File: config.mk
export PLATFORM = sky130hd
export DESIGN_NAME = pipe_regfile
export DESIGN_NICKNAME = d
export VERILOG_FILES = /design/src/rtl/pipe_regfile.sv
export SDC_FILE = /design/constraint.sdc
export NUM_CORES = 1
export LEC_CHECK = 0
export BUFFER_PORTS_ARGS = -buffer_cell sky130_fd_sc_hd__buf_2
export CAP_MARGIN = 20
export CELL_PAD_IN_SITES_DETAIL_PLACEMENT = 1
export CELL_PAD_IN_SITES_GLOBAL_PLACEMENT = 1
export CORE_AREA = 2 2 335 337
export DETAILED_ROUTE_END_ITERATION = 16
export DIE_AREA = 0 0 337 339
export PLACE_DENSITY_LB_ADDON = 0.1
export RECOVER_POWER = 100
export SLEW_MARGIN = 10
export SYNTH_ARGS = -nofsm -noshare
export SYNTH_HDL_FRONTEND = slang
export SYNTH_SLANG_ARGS = --single-unit
File: constraint.sdc
create_clock -name clk -period 5.1 [get_ports clk]
set_input_delay 1.02 -clock clk [delete_from_list [all_inputs] [get_ports clk]]
set_output_delay 1.02 -clock clk [all_outputs]
set_load 0.01 [all_outputs]
File: src/rtl/pipe_regfile.sv
// ============================================================================
// pipe_regfile
//   Register file with a per-entry scoreboard ("pending") bit and a
//   self-clearing start-up sequence.
//
//   After reset the block walks every entry once (CLEAR state) and writes 0,
//   one entry per cycle, asserting init_busy.  It then enters READY, where
//   writes store data and retire the pending bit, and sb_set_en marks an
//   entry as having a write in flight.  Reads are combinational.
//
//   Parameters
//     DATA_W   : register width in bits
//     ADDR_W   : address width; NREGS = 2**ADDR_W entries
//     ZERO_REG : when 1, entry 0 reads 0, ignores writes, never pending
//
//   Ports
//     clk                        : single clock, rising edge
//     reset                      : synchronous, active-high
//     rg_wrt_en/addr/data        : write port
//     rg_rd_addr1/2              : read addresses
//     rg_rd_data1/2              : read data (0 while clearing)
//     rg_rd_pend1/2              : pending bit of each read address
//     sb_set_en/sb_set_addr      : mark an entry pending
//     init_busy                  : high while the clear sequence runs
//
//   Optional feature
//     REGFILE_BYPASS_EN : when defined, a write in READY is forwarded to a
//                         read port addressing the same entry in the same
//                         cycle.  Default build: reads show pre-edge state.
// ============================================================================
module pipe_regfile #(
    parameter int DATA_W   = 32,
    parameter int ADDR_W   = 5,
    parameter int ZERO_REG = 1
) (
    input  logic              clk,
    input  logic              reset,
    input  logic              rg_wrt_en,
    input  logic [ADDR_W-1:0] rg_wrt_addr,
    input  logic [DATA_W-1:0] rg_wrt_data,
    input  logic [ADDR_W-1:0] rg_rd_addr1,
    input  logic [ADDR_W-1:0] rg_rd_addr2,
    output logic [DATA_W-1:0] rg_rd_data1,
    output logic [DATA_W-1:0] rg_rd_data2,
    input  logic              sb_set_en,
    input  logic [ADDR_W-1:0] sb_set_addr,
    output logic              rg_rd_pend1,
    output logic              rg_rd_pend2,
    output logic              init_busy
);

    localparam int NREGS = 2 ** ADDR_W;

    typedef enum logic {
        CLEAR = 1'b0,
        READY = 1'b1
    } state_t;

    state_t              state_q, state_d;
    logic [ADDR_W-1:0]   idx_q, idx_d;
    logic [NREGS-1:0]    pend_q, pend_d;
    logic [DATA_W-1:0]   mem_q [NREGS];

    logic                mem_we;
    logic [ADDR_W-1:0]   mem_waddr;
    logic [DATA_W-1:0]   mem_wdata;

    logic                wr_ok;
    logic                set_ok;
    logic                busy;

    // Requests to entry 0 are dropped outright when it is hardwired to zero.
    assign wr_ok  = rg_wrt_en && !((ZERO_REG != 0) && (rg_wrt_addr == '0));
    assign set_ok = sb_set_en && !((ZERO_REG != 0) && (sb_set_addr == '0));

    // Reset overrides the state combinationally so outputs go quiet at once.
    assign busy      = reset || (state_q == CLEAR);
    assign init_busy = busy;

    // ------------------------------------------------------------------
    // Control / next-state logic
    // ------------------------------------------------------------------
    always_comb begin
        state_d   = state_q;
        idx_d     = idx_q;
        pend_d    = pend_q;
        mem_we    = 1'b0;
        mem_waddr = rg_wrt_addr;
        mem_wdata = rg_wrt_data;

        case (state_q)
            CLEAR: begin
                // The single write port is borrowed to zero one entry/cycle.
                mem_we    = 1'b1;
                mem_waddr = idx_q;
                mem_wdata = '0;
                idx_d     = idx_q + ADDR_W'(1);
                pend_d    = '0;
                if (idx_q == ADDR_W'(NREGS - 1)) begin
                    state_d = READY;
                end
            end
            READY: begin
                mem_we = wr_ok;
                if (wr_ok) begin
                    pend_d[rg_wrt_addr] = 1'b0;
                end
                // Applied after the write clear so a same-address set wins.
                if (set_ok) begin
                    pend_d[sb_set_addr] = 1'b1;
                end
            end
            default: begin
                state_d = CLEAR;
            end
        endcase

        if (reset) begin
            mem_we = 1'b0;
        end
    end

    always_ff @(posedge clk) begin
        if (reset) begin
            state_q <= CLEAR;
            idx_q   <= '0;
            pend_q  <= '0;
        end else begin
            state_q <= state_d;
            idx_q   <= idx_d;
            pend_q  <= pend_d;
        end
    end

    // Storage array has no reset; the CLEAR walk initialises it.
    always_ff @(posedge clk) begin
        if (mem_we) begin
            mem_q[mem_waddr] <= mem_wdata;
        end
    end

    // ------------------------------------------------------------------
    // Read ports (combinational)
    // ------------------------------------------------------------------
    for (genvar gi = 0; gi < 2; gi++) begin : g_rd
        logic [ADDR_W-1:0] addr_c;
        logic [DATA_W-1:0] data_c;
        logic              pend_c;

        assign addr_c = (gi == 0) ? rg_rd_addr1 : rg_rd_addr2;

        always_comb begin
            data_c = mem_q[addr_c];
            pend_c = pend_q[addr_c];
`ifdef REGFILE_BYPASS_EN
            if (wr_ok && (addr_c == rg_wrt_addr)) begin
                data_c = rg_wrt_data;
                pend_c = set_ok && (sb_set_addr == addr_c);
            end
`endif
            if (busy || ((ZERO_REG != 0) && (addr_c == '0))) begin
                data_c = '0;
                pend_c = 1'b0;
            end
        end
    end

    assign rg_rd_data1 = g_rd[0].data_c;
    assign rg_rd_data2 = g_rd[1].data_c;
    assign rg_rd_pend1 = g_rd[0].pend_c;
    assign rg_rd_pend2 = g_rd[1].pend_c;

endmodule

==> results of run 1 <==
[power groups by stage]
stage / clock network [W] / registers [W] / logic, W
4_1_cts: 0.00813 / 0.00951 / 0.00120
2_1_floorplan: 0 / 0.00968 / 0.000834
3_5_place_dp: 0 / 0.00969 / 0.00119
5_1_grt: 0.00843 / 0.00951 / 0.00124
3_3_place_gp: 0 / 0.00968 / 0.00118
6_report: 0.00798 / 0.00951 / 0.00117
[Yosys cell counts (2+ instances only)]
| master | count | area (µm²) |
|---|---|---|
| o21ai_0 | 32 | 160 |
| mux4_2 | 522 | 11800 |
| o221ai_1 | 62 | 543 |
| o22ai_1 | 2 | 12.5 |
| buf_1 | 30 | 113 |
| nor3_1 | 8 | 40.0 |
| dfxtp_1 | 38 | 761 |
| nand3_1 | 11 | 55.1 |
| a22oi_1 | 2 | 15.0 |
| edfxtp_1 | 1024 | 30700 |
| ha_1 | 2 | 25.0 |
| a221oi_1 | 2 | 17.5 |
| clkbuf_1 | 87 | 327 |
| a21oi_1 | 38 | 190 |
| buf_2 | 61 | 305 |
| a22o_1 | 3 | 26.3 |
| o22a_1 | 61 | 534 |
| mux2i_1 | 261 | 2610 |
| xor2_1 | 2 | 17.5 |
| a221o_1 | 2 | 20.0 |
| o31ai_1 | 2 | 15.0 |
| nand4b_1 | 2 | 17.5 |
| nor2b_1 | 8 | 50.1 |
| mux2_2 | 14 | 158 |
| nand2b_1 | 10 | 62.6 |
| and2_1 | 35 | 219 |
| nor2_1 | 56 | 210 |
| nand2_1 | 58 | 218 |
| nand4_1 | 2 | 12.5 |
| buf_4 | 18 | 135 |
| a31oi_1 | 2 | 12.5 |
[worst max-delay path: stages]
cell      delay, ns
clkbuf_1       0.35
and2b_1        0.28
buf_4          0.19
and2_1         0.19
buf_4          0.19
nand2b_2       0.29
buf_4          0.58
o221ai_1       0.34
clkbuf_1       0.21
[logic make-up (layout without fill, tap and decap cells)]
logic type | Yosys count | in the layout
mux | 797 | 797
compound gates | 213 | 213
xor+xnor | 3 | 3
flops | 1062 | 1062
simple gates | 199 | 199
fa+ha+maj | 2 | 2
buf+inv | 197 | 455
[flip-flops by register name (all words and copies together), names as in the netlist]
signal / flops
idx_q: 5
mem_q: 1024
pend_q: 32
state_q: 1
[area by class of cell]
| cell class | count | area [µm²] | area share, % |
|---|---|---|---|
| clock buffer | 141 | 2980 | 5.33 |
| tap | 1488 | 1860 | 3.33 |
| multi-input combinational | 1214 | 17300 | 30.9 |
| inverter | 1 | 3.75 | 0.00672 |
| sequential | 1062 | 31500 | 56.4 |
| timing repair buffer | 244 | 1690 | 3.03 |
| clock inverter | 69 | 538 | 0.964 |
[final timing paths]
kind	startpoint	end	slack, ns	depth (start not counted)
setup / recovery	reset	rg_rd_data2[19]	0.39	9
hold / removal	pend_q[25]	pend_q[25]	0.49	2
setup reg to reg	state_q	mem_q[23][13]	0.45	6
hold reg to reg	pend_q[25]	pend_q[25]	0.49	2
[metrics by stage]
step	utilization, %	power (W)
after floorplan	-	0.0105
final	50.6	0.0187
after detailed placement	47.8	0.0109
after CTS	51.0	0.0188
after global placement	47.8	0.0109
after global routing	50.6	0.0192
[per-layer routing]
layer | routed length, µm | up-vias
li1 | - | 11061
met1 | 62500 | 15058
met2 | 75800 | 991
met3 | 9180 | 245
met4 | 3760 | 0
met5 | 0 | -
==> metrics.md, run 1 <==
| Metric | Value |
|---|---|
| Mapped Nets | `about 2500` |
| Worst Hold Class | `flip-flop to flip-flop` |
| Largest net degree at the start of global routing | `70` |
| CTS H-tree lvls | `3` |
| Post-Layout Cell Count | `around 4200` |
| Vias in the first global route | `between 20000 and 30000` |
| Core area | `between 0.1 and 0.15 mm²` |
| Peak Freq | `about 210 MHz` |
| GPL Wtd Cong | `just under 0.8` |
| Max_cap viols | `38` |
| Status | `finished, violations left` |
| Register area share after synthesis | `roughly 64%` |
| Setup-failing EPs final | `0` |
| Combinational share of power | `6.3%` |
| Min cycle time layout | `4.71 ns` |
| Filler Cells Inserted | `9846` |
| Skew final | `about 0.026 ns` |
| Sw Share | `22.0%` |
| Unrepaired setup endpoints after global routing | `false` |
| Synth Register Bits | `roughly 1100` |
| Mapped cell area | `between 0.04 and 0.05 mm²` |
| Largest family of logic cells by synthesized area | `multiplexers` |
| Slew at the pin with the worst max-slew slack | `2.48 ns` |
| Worst-Skew Late Latency | `~0.72 ns` |
| Share of cells above drive strength 1 | `roughly a third` |
| Global-route met1 utilization | `37.1%` |
| Fin crit share | `between 90 and 100%` |
| Final #Nets | `about 2700` |
| FFs w/ async S/R, synth | `0%` |
| Power Internal | `approximately 0.015 W` |
| CP Max Fanout | `22` |
| Detailed router's first-iteration violation count | `around 2700` |
| Rel. slew slack | `-66.3%` |
| Post-Syn Instances | `approximately 2500` |
| Post-synthesis mux area share | `approximately 29%` |
| Hold buffers post-CTS | `0` |
| Grt peak-use layer | `met2` |
| Synth Area in Compound Gates | `about 3.2%` |
| GRT Util Overall | `26.8%` |
| Syn Area/Cell | `approximately 20 µm²` |
| Clock share of power | `a little over two fifths` |
| Top FF cell, synth | `edfxtp_1` |
| Startpoint types | `input port` |
| CTS Buf Count | `about 120` |
| Routed WL | `between 150 and 200 mm` |
| Post-route cell area | `about 0.056 mm²` |
| DP Wirelength | `between 80 and 90 mm` |
| Sw Pwr | `a little over 0.004 W` |
| Place WS | `approximately 0.55 ns` |
| First-pass DRT Iterations | `5` |
| Final setup TNS | `0 ns` |
| Fin Hold WS | `0.492 ns` |
| I/O pin total | `123` |
| EDFF count, synth | `approximately 1000` |
| CTS tree | `built` |
| Total die area | `0.114 mm²` |
| Worst EP arrival | `3.69 ns` |
| Number of port buffers | `~120` |
| Clk sink count | `approximately 1100` |
| Total number of vias | `~27000` |
| DR WL/cell | `~36 µm` |
| Vias/cell | `6.48` |
| Commonest non-fill, non-tap cell in the layout | `edfxtp_1` |
| Post-CTS Setup Bufs | `0` |
| Leading cell types in the layout, fill and taps excluded | `1024 x edfxtp_1, 522 x mux4_2, 261 x mux2i_1, 115 x clkbuf_16, 104 x clkbuf_1` |
| Reg clk slew, reported paths | `approximately 0.06 ns` |
| Clk buf depth | `3` |
| Fin worst setup slack | `between 0.3 and 0.4 ns` |
| Synth-to-Final Area Change | `12.8%` |
| Met3 Use GR | `under 10%` |
| Routed Antenna Nets | `0` |
| Failing checks | `max-capacitance violations, max-slew violations` |
| Die W | `around 340 µm` |
| Cell Pwr Density | `around 330 mW/mm²` |
| Root buffer cell | `clkbuf_16` |
| Die Y | `between 300 and 400 µm` |
| Yosys cell types | `47` |
| Synth Area in Simple Gates | `under 10%` |
| Synth Area in Adders | `less than 1%` |
| Element type at the critical path end | `primary output` |
| First-pass GRT wire length | `around 220 mm` |
| DRC violations left | `0` |
| Initial Utilization | `44.9%` |
| WP data required | `4.08 ns` |
| Antenna violations before repair | `3` |
| Fin. max-slew vios | `860` |
| Gates resized, CTS repair | `0` |
| Placed insts | `roughly 4000` |
| Syn. warnings | `0` |
| CP Class | `input port to primary output` |
| Leakage | `17.5 nW` |
| Grt total ovfl | `0` |
| Rows | `between 100 and 150` |
| GR Util met2 | `roughly 44%` |
| Final Hold Fails | `0` |
| Synth Area in XOR/XNOR | `less than 1%` |
| Maximum VDD drop | `between 0.2 and 0.3 mV` |
| Placed cell area | `0.0527 mm²` |
| Antenna cells | `0` |
| Sequential Power Share | `around half` |
Note: power is estimated with default switching activity, not from simulation.
==> run 2, diff against run 1 <==
- PLACE_DENSITY: unset -> 0.63
- PLACE_DENSITY_LB_ADDON: 0.1 -> unset
==> metrics.md, run 2 (synthesis results as in run 1) <==
| Metric | Value |
|---|---|
| Status | `finished, violations left` |
| Failing checks | `max-capacitance violations, max-slew violations` |
| Clk buf depth | `3 (unchanged)` |
| Reg clk slew, reported paths | `0.06 ns (about the same)` |
| Worst-Skew Late Latency | `0.70 ns (-0.02 ns)` |
| Maximum VDD drop | `0.260 mV (-6.4%)` |
| Skew final | `0.0166 ns (-0.00898 ns)` |
| Die W | `337 µm (unchanged)` |
| Largest registers | `mem_q: 1024 flops, pend_q: 32 flops, idx_q: 5 flops` |
| FF-to-FF setup slack | `0.31 ns (-0.14 ns)` |
| Worst setup path end | `mem_q[11][9]` |
| Final setup TNS | `0 ns (unchanged)` |
| Number of port buffers | `122 (unchanged)` |
| Clk sink count | `1062 (unchanged)` |
| Fin crit share | `93.9% (+1.5 points)` |
| Worst Hold Class | `flip-flop to flip-flop` |
| DP Wirelength | `88.1 mm (+2.9%)` |
| Worst EP arrival | `5.16 ns (+1.47 ns)` |
| Grt total ovfl | `0 (unchanged)` |
| Hold depth | `2 (unchanged)` |
| Final #Nets | `2690 (-0.22%)` |
| Max_cap viols | `35 (-7.9%)` |
| Peak Freq | `209 MHz (-1.6%)` |
| Post-CTS Setup Bufs | `0 (unchanged)` |
| Element type at the critical path end | `flip-flop` |
| I/O pin total | `123 (unchanged)` |
| Slew at the pin with the worst max-slew slack | `2.76 ns (+0.271 ns)` |
| Gates resized, CTS repair | `0 (unchanged)` |
| CTS H-tree lvls | `3 (unchanged)` |
| CTS Buf Count | `115 (unchanged)` |
| Setup-failing EPs final | `0 (unchanged)` |
| Rel. slew slack | `-84.4% (-18 points)` |
| Initial Utilization | `44.9% (unchanged)` |
| FF-to-FF path depth | `6 (unchanged)` |
| Fin Hold WS | `0.495 ns (+0.00327 ns)` |
| First-pass GRT wire length | `219 mm (+0.70%)` |
| First-pass DRT Iterations | `5 (unchanged)` |
| Reg-to-Reg End | `mem_q[11][9]` |
| Vias/cell | `6.58 (+1.4%)` |
| Number of flip-flops in the largest register | `1024 (unchanged)` |
| DR WL/cell | `36.1 µm (+0.59%)` |
| DRC violations left | `0 (unchanged)` |
| Core area | `0.110 mm² (unchanged)` |
| Largest net degree at the start of global routing | `96 (+37%)` |
| Cell Pwr Density | `343 mW/mm² (+2.7%)` |
| WP data required | `5.47 ns (+1.39 ns)` |
| R2r startpoint | `state_q` |
| Total die area | `0.114 mm² (unchanged)` |
| Detailed router's first-iteration violation count | `2928 (+9.9%)` |
| Routed Antenna Nets | `0 (unchanged)` |
| Final Hold Fails | `0 (unchanged)` |
| Crit. Startpoint | `state_q` |
| Post-layout util | `50.8% (+0.23 points)` |
| CP Max Fanout | `58 (+160%)` |
| Rows | `122 (unchanged)` |
| Most flop-heavy register | `mem_q` |
| GPL Wtd Cong | `0.781 (-1.1%)` |
| Fin. max-slew vios | `636 (-26%)` |
| Die Y | `339 µm (unchanged)` |
| Unrepaired setup endpoints after global routing | `false` |
| Min cycle time layout | `4.79 ns (+0.0786 ns)` |
| Total number of vias | `27754 (+1.5%)` |
| Root buffer cell | `clkbuf_16` |
| CP Class | `flip-flop to flip-flop` |
| Routed WL | `152 mm (+0.62%)` |
| CTS tree | `built` |
| Startpoint types | `flip-flop` |
| Hold buffers post-CTS | `0 (unchanged)` |
| Filler Cells Inserted | `9795 (-0.52%)` |
| Antenna violations before repair | `4 (+1)` |
| Leakage | `17.6 nW (+0.52%)` |
| Commonest non-fill, non-tap cell in the layout | `edfxtp_1` |
| GRT Util Overall | `26.9% (+0.16 points)` |
| Share of cells above drive strength 1 | `32.4% (+0.39 points)` |
| Synth-to-Final Area Change | `13.3%` |
| Vias in the first global route | `29856 (-0.29%)` |
| Leading cell types in the layout, fill and taps excluded | `1024 x edfxtp_1, 522 x mux4_2, 261 x mux2i_1, 118 x clkbuf_16, 98 x clkbuf_1` |
==> run 2: changes by cell type in the layout (fill, tap and decap cells not counted), moves of 6 or more <==
| cell | change |
|---|---|
| clkinv_1 | -16 |
| clkinvlp_4 | +13 |
| nor2_4 | -13 |
| nor2_1 | +11 |
| bufinv_16 | +7 |
| clkbuf_2 | -7 |
| clkinv_2 | +7 |
| clkbuf_1 | -6 |
==> run 2: area by class of cell <==
cell class	count	area [µm²]	share of cell area (%)
Antenna cell	3	7.51	0.0134
Clock buffer	134	3040	5.43
Clock inverter	80	828	1.48
Inverter	1	3.75	0.00669
Multi-Input combinational cell	1214	17200	30.6
Sequential cell	1062	31500	56.2
Tap cell	1488	1860	3.32
Timing Repair Buffer	238	1670	2.98
==> run 2: through the flow <==
stage / worst slack (ns) / instance area, µm² / total power [W] / instances
2_1_floorplan: 1.23 / 49500 / 0.0105 / 2473
3_3_place_gp: 0.621 / 52800 / 0.0109 / 3993
3_5_place_dp: 0.602 / 52800 / 0.0109 / 3993
4_1_cts: 0.592 / 56700 / 0.0194 / 4207
5_1_grt: 0.265 / 56100 / 0.0198 / 4220
6_report: 0.309 / 56100 / 0.0193 / 4220
==> run 2: worst max-delay path: stages, from the launching register on <==
cell	delay, ns
dfxtp_1	0.32
buf_4	0.75
nand3_1	0.21
a21oi_1	0.21
nand2_1	0.27
nor2_1	2.11
buf_4	0.55
==> run 2: how the worst min path moves through the flow <==
stage,from,end,slack [ns]
finish,pend_q[25],pend_q[25],0.49
global route,pend_q[19],pend_q[19],0.51
CTS,pend_q[25],pend_q[25],0.50
detailed placement,pend_q[25],pend_q[25],0.48
global placement,pend_q[13],pend_q[13],0.48
floorplan,pend_q[0],pend_q[0],0.44
==> run 2: metal layers <==
| layer | GRT usage, % | wire length [µm] | vias up | part of all wire, % |
|---|---|---|---|---|
| met3 | 4.00 | 9600 | 245 | 6.3 |
| met2 | 43.7 | 74600 | 1084 | 49 |
| met4 | 7.44 | 4410 | 2 | 2.9 |
| met1 | 38.2 | 63500 | 15350 | 42 |
| met5 | 0 | 12 | - | 0.0079 |
| li1 | - | - | 11073 | - |
==> run 2: power by group <==
group          switching (W)  total [W]  internal, W
clock                0.00356    0.00858      0.00502
combinational       0.000622    0.00117     0.000546
sequential         0.0000252    0.00951      0.00948
total                0.00421     0.0193       0.0150
